===== src/rtl/serial_receiver_pkg.sv =====
// -----------------------------------------------------------------------------
// serial_receiver_pkg
// Shared constants and state encodings for the tracker UART receive path.
// The packet layout is a sync byte, PAYLOAD_BYTES payload bytes and one
// checksum byte. The payload carries a SENSOR_WIDTH-bit word, LSB byte first.
// -----------------------------------------------------------------------------
package serial_receiver_pkg;

    localparam logic [7:0] SYNC_BYTE     = 8'hA5;
    localparam int         PAYLOAD_BYTES = 13;
    localparam int         SENSOR_WIDTH  = 102;
    localparam int         BUF_WIDTH     = 8 * PAYLOAD_BYTES;

    // Packet-level FSM
    typedef enum logic [1:0] {
        HUNT,
        PAYLOAD,
        CHECK
    } pkt_state_t;

    // Byte-level receiver FSM
    typedef enum logic [2:0] {
        RX_IDLE,
        RX_START,
        RX_DATA,
        RX_STOP,
        RX_WAIT_HIGH
    } rx_state_t;

endpackage


===== src/rtl/serial_receiver_if.sv =====
// -----------------------------------------------------------------------------
// serial_receiver_if
// Line and result signals of the tracker UART receiver.
//   rx                 serial line, idle high (driven by the line side)
//   sensor_iterations  last valid packet payload
//   data_valid         1-cycle pulse, new sensor_iterations present
//   frame_error        1-cycle pulse, bad stop bit, padding or timeout
//   checksum_error     1-cycle pulse, checksum mismatch
//   busy               packet collection in progress
// slave  : the receiver (samples rx, drives results)
// master : the line side / consumer (drives rx, observes results)
// -----------------------------------------------------------------------------
interface serial_receiver_if;
    import serial_receiver_pkg::*;

    logic                    rx;
    logic [SENSOR_WIDTH-1:0] sensor_iterations;
    logic                    data_valid;
    logic                    frame_error;
    logic                    checksum_error;
    logic                    busy;

    modport slave (
        input  rx,
        output sensor_iterations, data_valid, frame_error, checksum_error, busy
    );

    modport master (
        output rx,
        input  sensor_iterations, data_valid, frame_error, checksum_error, busy
    );

endinterface


===== src/rtl/serial_receiver_uart_rx_byte.sv =====
// -----------------------------------------------------------------------------
// uart_rx_byte
// 8N1 byte deserialiser: two-flop synchroniser, start-bit glitch rejection
// at the half-bit point, data and stop bits sampled at bit centres.
//   clk_12MHz   clock
//   rst         asynchronous active-high reset
//   rx          raw serial line
//   byte_valid  1-cycle pulse, rx_byte holds a byte with a good stop bit
//   byte_ferr   1-cycle pulse, stop bit sampled low
//   rx_byte     last received byte
// -----------------------------------------------------------------------------
module uart_rx_byte
    import serial_receiver_pkg::*;
#(
    parameter int CLKS_PER_BIT = 104
) (
    input  logic       clk_12MHz,
    input  logic       rst,
    input  logic       rx,
    output logic       byte_valid,
    output logic       byte_ferr,
    output logic [7:0] rx_byte
);

    localparam int                CNT_W     = $clog2(CLKS_PER_BIT);
    localparam logic [CNT_W-1:0]  HALF_LAST = CNT_W'(CLKS_PER_BIT / 2 - 1);
    localparam logic [CNT_W-1:0]  BIT_LAST  = CNT_W'(CLKS_PER_BIT - 1);

    rx_state_t        state, state_next;
    logic             rx_meta, rx_sync;
    logic [CNT_W-1:0] clk_cnt;
    logic [2:0]       bit_idx;
    logic [7:0]       shift;
    logic             tick;

    // The start bit is resampled half a bit in; every later sample is a full bit on.
    assign tick = (clk_cnt == ((state == RX_START) ? HALF_LAST : BIT_LAST));

    always_comb begin
        // NOTE: every output of a combinational block gets a default first so no path leaves it unassigned and a latch is inferred.
        state_next = state;
        case (state)
            RX_IDLE:      if (!rx_sync) state_next = RX_START;
            RX_START:     if (tick) state_next = rx_sync ? RX_IDLE : RX_DATA;
            RX_DATA:      if (tick && bit_idx == 3'd7) state_next = RX_STOP;
            RX_STOP:      if (tick) state_next = rx_sync ? RX_IDLE : RX_WAIT_HIGH;
            RX_WAIT_HIGH: if (rx_sync) state_next = RX_IDLE;
            default:      state_next = RX_IDLE;
        endcase
    end

    always_ff @(posedge clk_12MHz or posedge rst) begin
        if (rst) begin
            // Synchroniser flops reset to the idle line level so reset release is not seen as a start bit.
            rx_meta    <= 1'b1;
            rx_sync    <= 1'b1;
            state      <= RX_IDLE;
            clk_cnt    <= '0;
            bit_idx    <= '0;
            shift      <= '0;
            rx_byte    <= '0;
            byte_valid <= 1'b0;
            byte_ferr  <= 1'b0;
        end else begin
            // NOTE: sequential state uses non-blocking assignments so all flops update together from pre-edge values.
            rx_meta    <= rx;
            rx_sync    <= rx_meta;
            state      <= state_next;
            byte_valid <= 1'b0;
            byte_ferr  <= 1'b0;

            if (tick || state == RX_IDLE || state == RX_WAIT_HIGH)
                clk_cnt <= '0;
            else
                clk_cnt <= clk_cnt + 1'b1;

            if (state == RX_START)
                bit_idx <= '0;
            else if (state == RX_DATA && tick) begin
                shift   <= {rx_sync, shift[7:1]};
                bit_idx <= bit_idx + 1'b1;
            end

            if (state == RX_STOP && tick) begin
                rx_byte    <= shift;
                byte_valid <= rx_sync;
                byte_ferr  <= !rx_sync;
            end
        end
    end

endmodule


===== src/rtl/serial_receiver.sv =====
// -----------------------------------------------------------------------------
// serial_receiver
// Reassembles framed tracker packets (sync, 13 payload bytes, XOR checksum)
// into the 102-bit sensor_iterations word.
//   clk_12MHz  clock
//   rst        asynchronous active-high reset
//   bus        serial_receiver_if.slave: rx in; sensor_iterations, data_valid,
//              frame_error, checksum_error, busy out
// -----------------------------------------------------------------------------
module serial_receiver
    import serial_receiver_pkg::*;
#(
    parameter int CLKS_PER_BIT = 104,
    parameter int TIMEOUT_CLKS = 16 * CLKS_PER_BIT
) (
    input  logic               clk_12MHz,
    input  logic               rst,
    serial_receiver_if.slave   bus
);

    localparam int             TO_W      = $clog2(TIMEOUT_CLKS + 1);
    localparam logic [TO_W-1:0] TO_LAST  = TO_W'(TIMEOUT_CLKS - 1);
    localparam logic [3:0]     LAST_IDX  = 4'(PAYLOAD_BYTES - 1);

    logic                    byte_valid, byte_ferr;
    logic [7:0]              rx_byte;

    pkt_state_t              state, state_next;
    logic [3:0]              idx;
    logic [7:0]              xor_acc;
    logic [BUF_WIDTH-1:0]    shift_buf;
    logic [TO_W-1:0]         timeout_cnt;
    logic                    timeout_hit;
    logic [SENSOR_WIDTH-1:0] sensor_q;
    logic                    dv_q, fe_q, ce_q;
    logic                    dv_next, fe_next, ce_next;

    uart_rx_byte #(.CLKS_PER_BIT(CLKS_PER_BIT)) u_rx (
        .clk_12MHz  (clk_12MHz),
        .rst        (rst),
        .rx         (bus.rx),
        .byte_valid (byte_valid),
        .byte_ferr  (byte_ferr),
        .rx_byte    (rx_byte)
    );

    // Counts cycles since the last completed byte while a packet is open.
    assign timeout_hit = (state != HUNT) && !byte_valid && (timeout_cnt == TO_LAST);

    always_comb begin
        state_next = state;
        dv_next    = 1'b0;
        fe_next    = 1'b0;
        ce_next    = 1'b0;
        case (state)
            HUNT: begin
                // Non-sync bytes and framing errors are ignored while hunting.
                if (byte_valid && rx_byte == SYNC_BYTE)
                    state_next = PAYLOAD;
            end
            PAYLOAD: begin
                if (byte_ferr || timeout_hit) begin
                    fe_next    = 1'b1;
                    state_next = HUNT;
                end else if (byte_valid && idx == LAST_IDX) begin
                    if (rx_byte[7:6] != 2'b00) begin
                        fe_next    = 1'b1;
                        state_next = HUNT;
                    end else
                        state_next = CHECK;
                end
            end
            CHECK: begin
                if (byte_ferr || timeout_hit) begin
                    fe_next    = 1'b1;
                    state_next = HUNT;
                end else if (byte_valid) begin
                    dv_next    = (rx_byte == xor_acc);
                    ce_next    = (rx_byte != xor_acc);
                    state_next = HUNT;
                end
            end
            default: state_next = HUNT;
        endcase
    end

    always_ff @(posedge clk_12MHz or posedge rst) begin
        if (rst) begin
            state       <= HUNT;
            idx         <= '0;
            xor_acc     <= '0;
            shift_buf   <= '0;
            timeout_cnt <= '0;
            sensor_q    <= '0;
            dv_q        <= 1'b0;
            fe_q        <= 1'b0;
            ce_q        <= 1'b0;
        end else begin
            state <= state_next;
            dv_q  <= dv_next;
            fe_q  <= fe_next;
            ce_q  <= ce_next;

            if (state == HUNT || byte_valid)
                timeout_cnt <= '0;
            else if (!timeout_hit)
                timeout_cnt <= timeout_cnt + 1'b1;

            if (state == HUNT) begin
                idx     <= '0;
                xor_acc <= '0;
            end else if (state == PAYLOAD && byte_valid) begin
                // Bytes enter at the top; after 13 shifts payload byte 0 sits at [7:0].
                shift_buf <= {rx_byte, shift_buf[BUF_WIDTH-1:8]};
                xor_acc   <= xor_acc ^ rx_byte;
                idx       <= idx + 1'b1;
            end

            // Padding bits [103:102] are known zero by the time CHECK is reached.
            if (dv_next)
                sensor_q <= SENSOR_WIDTH'(shift_buf);
        end
    end

    assign bus.sensor_iterations = sensor_q;
    assign bus.data_valid        = dv_q;
    assign bus.frame_error       = fe_q;
    assign bus.checksum_error    = ce_q;
    assign bus.busy              = (state != HUNT);

endmodule


===== src/flat_wrapper.sv =====
// flat-port wrapper written by rule: the top's interface ports become plain ports
module serial_receiver_flat import serial_receiver_pkg::*;
#(
    parameter int CLKS_PER_BIT = 104,
    parameter int TIMEOUT_CLKS = 16 * CLKS_PER_BIT
)
  (clk_12MHz, rst, bus_rx, bus_sensor_iterations, bus_data_valid, bus_frame_error, bus_checksum_error, bus_busy);
  serial_receiver_if bus_i ();
  input  logic clk_12MHz;
  input  logic rst;
  input wire logic [$bits(bus_i.rx)-1:0] bus_rx;
  output wire logic [$bits(bus_i.sensor_iterations)-1:0] bus_sensor_iterations;
  output wire logic [$bits(bus_i.data_valid)-1:0] bus_data_valid;
  output wire logic [$bits(bus_i.frame_error)-1:0] bus_frame_error;
  output wire logic [$bits(bus_i.checksum_error)-1:0] bus_checksum_error;
  output wire logic [$bits(bus_i.busy)-1:0] bus_busy;
  assign bus_i.rx = bus_rx;
  assign bus_sensor_iterations = bus_i.sensor_iterations;
  assign bus_data_valid = bus_i.data_valid;
  assign bus_frame_error = bus_i.frame_error;
  assign bus_checksum_error = bus_i.checksum_error;
  assign bus_busy = bus_i.busy;
  serial_receiver #(.CLKS_PER_BIT(CLKS_PER_BIT), .TIMEOUT_CLKS(TIMEOUT_CLKS)) u_core (.clk_12MHz(clk_12MHz), .rst(rst), .bus(bus_i));
endmodule

===== config.mk =====
export PLATFORM = sky130hd
export DESIGN_NAME = serial_receiver_flat
export DESIGN_NICKNAME = d
export VERILOG_FILES = /design/src/rtl/serial_receiver_pkg.sv /design/src/rtl/serial_receiver_if.sv /design/src/rtl/serial_receiver_uart_rx_byte.sv /design/src/rtl/serial_receiver.sv /design/src/flat_wrapper.sv
export SDC_FILE = /design/constraint.sdc
export NUM_CORES = 1
export LEC_CHECK = 0
export CAP_MARGIN = 20
export CORE_MARGIN = 2
export CORE_UTILIZATION = 50
export DETAILED_ROUTE_END_ITERATION = 10
export GPL_TIMING_DRIVEN = 0
export PLACE_DENSITY = 0.74
export SLEW_MARGIN = 20
export SYNTH_ARGS = -nofsm -noshare
export SYNTH_HDL_FRONTEND = slang
export SYNTH_HIERARCHICAL = 1
export SYNTH_SLANG_ARGS = --single-unit

===== constraint.sdc =====
create_clock -name clk_12MHz -period 7 [get_ports clk_12MHz]
set_input_delay 0.7 -clock clk_12MHz [delete_from_list [all_inputs] [get_ports clk_12MHz]]
set_output_delay 0.7 -clock clk_12MHz [all_outputs]
set_load 0.05 [all_outputs]

After elaboration in Yosys (flattened, before gate mapping)
Cells that the tools add are included.
{"block": "totals", "register_bits": 267, "inputBits": 3}
{"block": "op_classes", "addsub": 4, "n_eq_ne": 22, "n_mux": 38, "n_bitwise": 3, "reduce_logical": 24}
{"op": "3-bit two-way mux", "count": 8}
{"op": "11-bit two-way mux", "count": 2}
{"op": "8-bit two-way mux", "count": 2}
{"op": "3-bit case mux with 5 select lines", "count": 1}
{"op": "2-bit two-way mux", "count": 7}
{"op": "7-bit two-way mux", "count": 2}
{"op": "1-bit two-way mux", "count": 12}
{"op": "2-bit != test (second input constant)", "count": 6}
{"op": "11-bit by 1-bit adder with 11-bit output (second input constant)", "count": 1}
{"op": "11-bit == test (second input constant)", "count": 1}
{"op": "8-bit == test", "count": 1}
{"op": "8-bit == test (second input constant)", "count": 1}
{"op": "1-bit logical AND", "count": 8}
{"op": "4-bit two-way mux", "count": 2}
{"op": "8-bit != test", "count": 1}
{"op": "2-bit nonzero test", "count": 4}
{"op": "8-bit XOR", "count": 1}
{"op": "7-bit by 1-bit adder with 7-bit output (second input constant)", "count": 1}
{"op": "7-bit == test", "count": 1}
{"op": "3-bit by 2-bit == test with 1-bit output (second input constant)", "count": 2}
{"op": "3-bit == test (second input constant)", "count": 2}
{"op": "2-bit case mux with 3 select lines", "count": 1}
{"op": "5-bit AND reduction", "count": 1}
{"op": "4-bit by 1-bit adder with 4-bit output (second input constant)", "count": 1}
{"op": "16 further kinds", "count": 22}

Longest topological paths before layout
{"block": "logic_depth", "ltp_word": 6, "depth_mapped": 8, "depth_no_buf": 6}

Hierarchy
Netlist, hierarchy kept.
{"module": "serial_receiver", "instances": 1, "cells_per_inst": 598, "area_each_um2": 9175.0}
{"module": "uart_rx_byte", "instances": 1, "cells_per_inst": 107, "area_each_um2": 1437.6}

Worst setup path before layout
Ideal clock, no wire load.
{"block": "synth_path", "path_type": "reg-to-reg", "start": "register u_core.state[1]", "end": "register u_core.shift_buf[0]", "setup_time_ns": 0.125, "arrival_ns": 2.040, "setup_slack_ns": 4.836, "stages_incl_launch_ff": 9, "n_path_buf": 3, "synth_period_minus_slack_ns": 2.164, "path_cell_list": "dfrtp_1 inv_1 ha_1 clkbuf_1 inv_1 nand2_1 buf_2 buf_2 mux2_2"}
{"block": "synth_between", "elab_chain_cells": 3}
{"item": "from (decl)", "line_no": "serial_receiver.sv:28", "source": "pkt_state_t state, state_next;"}
{"item": "from (signal assigned)", "line_no": "serial_receiver.sv:99", "source": "state <= state_next;"}
{"item": "2-bit by 1-bit == test with 1-bit output or 2-bit zero test (tied branches)", "line_no": "serial_receiver.sv:112, serial_receiver.sv:109"}
{"item": "1-bit logical AND or 1-bit inverter (tied branches)"}
{"item": "2-bit AND reduction (no line) *"}
{"item": "to (signal assigned)", "line_no": "serial_receiver.sv:114", "source": "shift_buf <= {rx_byte, shift_buf[BUF_WIDTH-1:8]};"}
{"item": "to (decl)", "line_no": "serial_receiver.sv:31", "source": "logic [BUF_WIDTH-1:0] shift_buf;"}
Every way passes the cells marked *; elsewhere a longest branch is shown, timed or not.
A chain may end at the register's enable or synchronous reset.

Worst setup path in the final report
{"block": "layout_path", "start": "register u_core.state[1]", "end": "output bus_busy"}
{"block": "layout_between", "elab_chain_cells": 1}
{"item": "2-bit nonzero test", "line_no": "serial_receiver.sv:129", "source": "assign bus.busy = (state != HUNT);"}
{"item": "to (decl)", "line_no": "flat_wrapper.sv:16", "source": "output wire logic [$bits(bus_i.busy)-1:0] bus_busy;"}
No other way between the ends.

==> run metrics <==
die area around 22000 sq um; CTS sink count about 270; reg-to-reg endpoint u_core/shift_buf[7]; VDD IR max 0.000187 V; Final Hold Slack ~0.36 ns; Clk Latency, worst-skew pair ~0.54 ns; Filler cells approximately 1600; Tmin final ~3.2 ns; Final Skew around 0.014 ns; Highest Signal Layer met4; post-CTS repair timing setup buffer count 0; grt total ovfl 0; total routed wirelength 21.0 mm; DP HPWL around 15 mm; clock root buffer clkbuf_16; wire length per cell approximately 18 microns; worst r2r src u_core/state[1]; Die Ht 150 microns; Max Fanout on Critical Path 9; RSZ-0062 raised after global routing false; Longest Clk Path Bufs 3; Port Buffers approximately 110; Max Clk Rate approximately 0.31 GHz; TritonCTS buffer count 28; Distinct cells, synth 55; Rows between 50 and 60; CTS H-tree depth 1; FF-to-FF path depth 8; Worst Hold Depth 0; register area share after synthesis 0.630; Mapped Area around 11000 sq um; DR vias/cell ~5.3; global-route wire length before repair 34.6 mm; setup TNS 0 ns; area share of the largest cell type after synthesis 0.625; Post-Syn Instances slightly above 700; WP data required between 6 and 7 ns; HP Class flip-flop to flip-flop; crit path DAT roughly 2.5 ns; DRT Pass-1 Iters 4; Crit Path Class flip-flop to output pin; outcome finished clean; CTS clk-pin slew, worst paths 0.06 ns; DR vias 6096; initial drt markers between 150 and 200; Post-CTS Resized 0; vias in the first global route around 6500; final slew viol count 0; Synth area leaders dfrtp_1 62%, mux2_2 16%, mux2_1 7.3%; post-synth top area cell dfrtp_1; total track usage 0.194; antenna violations before repair 0; layout cell share with drive strength beyond 1 0.284; Seq. cell area between 6000 and 7000 sq um; GPL Wtd Cong roughly 0.76; hold worst-path end u_core/u_rx/rx_sync; met2 WL 10.7 mm; hold path start u_core/u_rx/rx_meta; Detail Route met3 WL ~860 microns; Yosys reg bits around 270; synth warn 6; hold_buf cts 0; crit share post-route 0.460; Synth Flop Type dfrtp_1; Antenna Cells 0; Routed Antenna Nets 0; Post-synth EDFFs 0; Mapped Nets 717; Pwr Density between 200 and 250 nW/um^2; Final Setup Violations 0; syn_area_per_cell between 15 and 20 sq um; CTS tree yes; fin nets around 860; M1 WL 9.18 mm; flop2flop setup slack approximately 4.5 ns; max cap viols 0; residual DRC count 0; area of the multi-input gates around 3700 sq um; core footprint between 20000 and 25000 sq um; worst-margin pin slew between 0.7 and 0.8 ns; layout overhead on the synthesized area 23.8%; Die W ~150 microns; Starting Density 0.506; Critical Path End Type output pin; slew margin rel. 0.481; FFs w/ async S/R, synth 1.00; startpoint class of the critical path flip-flop; Leakage Power approximately 0.0064 uW; largest net degree at the start of global routing 35; final hold vios 0; I/O pins approximately 110
==> power breakdown <==
group / internal (uW) / switching (uW) / total [uW]
logic: 10.8 / 31.0 / 41.9
clock network: 888 / 592 / 1480
registers: 1540 / 0.542 / 1550
total: 2440 / 624 / 3070
==> state kept, by name, indices dropped and copies added (netlist names), 2 cells and up <==
signal	flops
u_core/shift_buf	104
u_core/bus.sensor_iterations	102
u_core/u_rx/bit_idx	3
u_core/u_rx/rx_byte	8
u_core/idx	4
u_core/timeout_cnt	11
u_core/u_rx/state	3
u_core/xor_acc	8
u_core/u_rx/shift	8
u_core/state	2
u_core/u_rx/clk_cnt	7
==> cell usage after synthesis (4+ instances only) <==
cell      instances
buf_2            14
dfrtp_1         265
nor3_1            4
a21oi_1          10
nor2_1           32
inv_1             9
xnor2_1          16
mux2_2          154
nand2_1          24
xor2_1           12
mux2_1           69
nand4_1           9
buf_6             7
nand3_1           6
ha_1              9
clkbuf_1          4
o21ai_0          10
==> how the worst max path moves through the flow <==
stage / slack [ns] / cells past startpoint / end / start
2_1_floorplan: 3.24 / 1 / u_core/bus.checksum_error / rst
3_3_place_gp: 1.74 / 2 / u_core/bus.sensor_iterations[61] / rst
3_5_place_dp: 4.40 / 5 / bus_busy / u_core/state[1]
4_1_cts: 3.80 / 5 / bus_busy / u_core/state[1]
5_1_grt: 3.65 / 5 / bus_busy / u_core/state[1]
6_report: 3.78 / 5 / bus_busy / u_core/state[1]
==> metal layers <==
metal,global-route usage,vias to the layer above
met5,0,-
li1,-,2790
met4,0.0443,0
met1,0.259,3164
met3,0.0290,24
met2,0.338,118
==> layout make-up <==
type                       instances  area share
buffer                            29      0.0142
clock buffer                      37      0.0589
clock inverter                    13      0.0120
inverter                           9     0.00286
multi-input combinational        400       0.282
sequential                       267       0.509
tap                              275      0.0262
timing repair buffer             116      0.0950
==> kinds of logic (layout without fill, tap and decap cells) <==
logic type,Yosys count,in the layout,share of synthesized area
adder cells (fa/ha/maj),9,9,0.0106
AND/OR/NAND/NOR,105,105,0.0556
buffers and inverters,38,204,0.0207
XOR/XNOR,28,28,0.0231
flip-flops,267,267,0.630
AO/OA/AOI/OAI,31,31,0.0180
multiplexers,227,227,0.242
==> placed cells by master (no fill, tap or decap), types with 2 or more instances in the layout <==
master,Yosys,final
o31ai_1,2,2
clkbuf_16,0,28
bufinv_16,0,3
nand3_1,6,6
xnor2_1,16,16
nor2_1,32,32
buf_12,0,7
nand4_1,9,9
nand3b_1,3,3
a21oi_1,10,10
clkinvlp_4,0,2
buf_2,14,14
xor2_1,12,12
buf_1,2,2
nor3_1,4,4
nand2_1,24,24
clkbuf_8,0,4
buf_4,2,2
mux2_1,69,69
nand4b_1,2,2
mux2_2,154,154
mux2i_1,2,2
clkbuf_1,4,9
o21ai_0,10,10
nor3b_1,2,2
clkinv_2,0,7
nor2b_1,2,2
dfstp_2,2,2
buf_6,7,7
or3_1,2,2
o41ai_1,2,2
clkdlybuf4s50_1,0,108
or4_1,2,2
inv_1,9,7
dfrtp_1,265,265
ha_1,9,9
==> stage by stage <==
stage	utilization	total power, uW	worst slack, ns	instance area (sq um)	cells
after floorplan	-	1600	3.24	10600	705
after global placement	0.575	1600	1.74	12000	1088
after detailed placement	0.583	1620	4.40	12200	1096
after CTS	0.627	3110	3.80	13100	1146
after global routing	0.627	3180	3.65	13100	1146
final	0.627	3070	3.78	13100	1146
==> worst max-delay path, cell delays in order (launching register included) <==
cell	delay, ns
dfrtp_1	0.42
inv_1	0.10
ha_1	0.14
clkbuf_1	0.34
inv_1	0.21
clkdlybuf4s50_1	0.76
(Power assumes the default switching activity.)
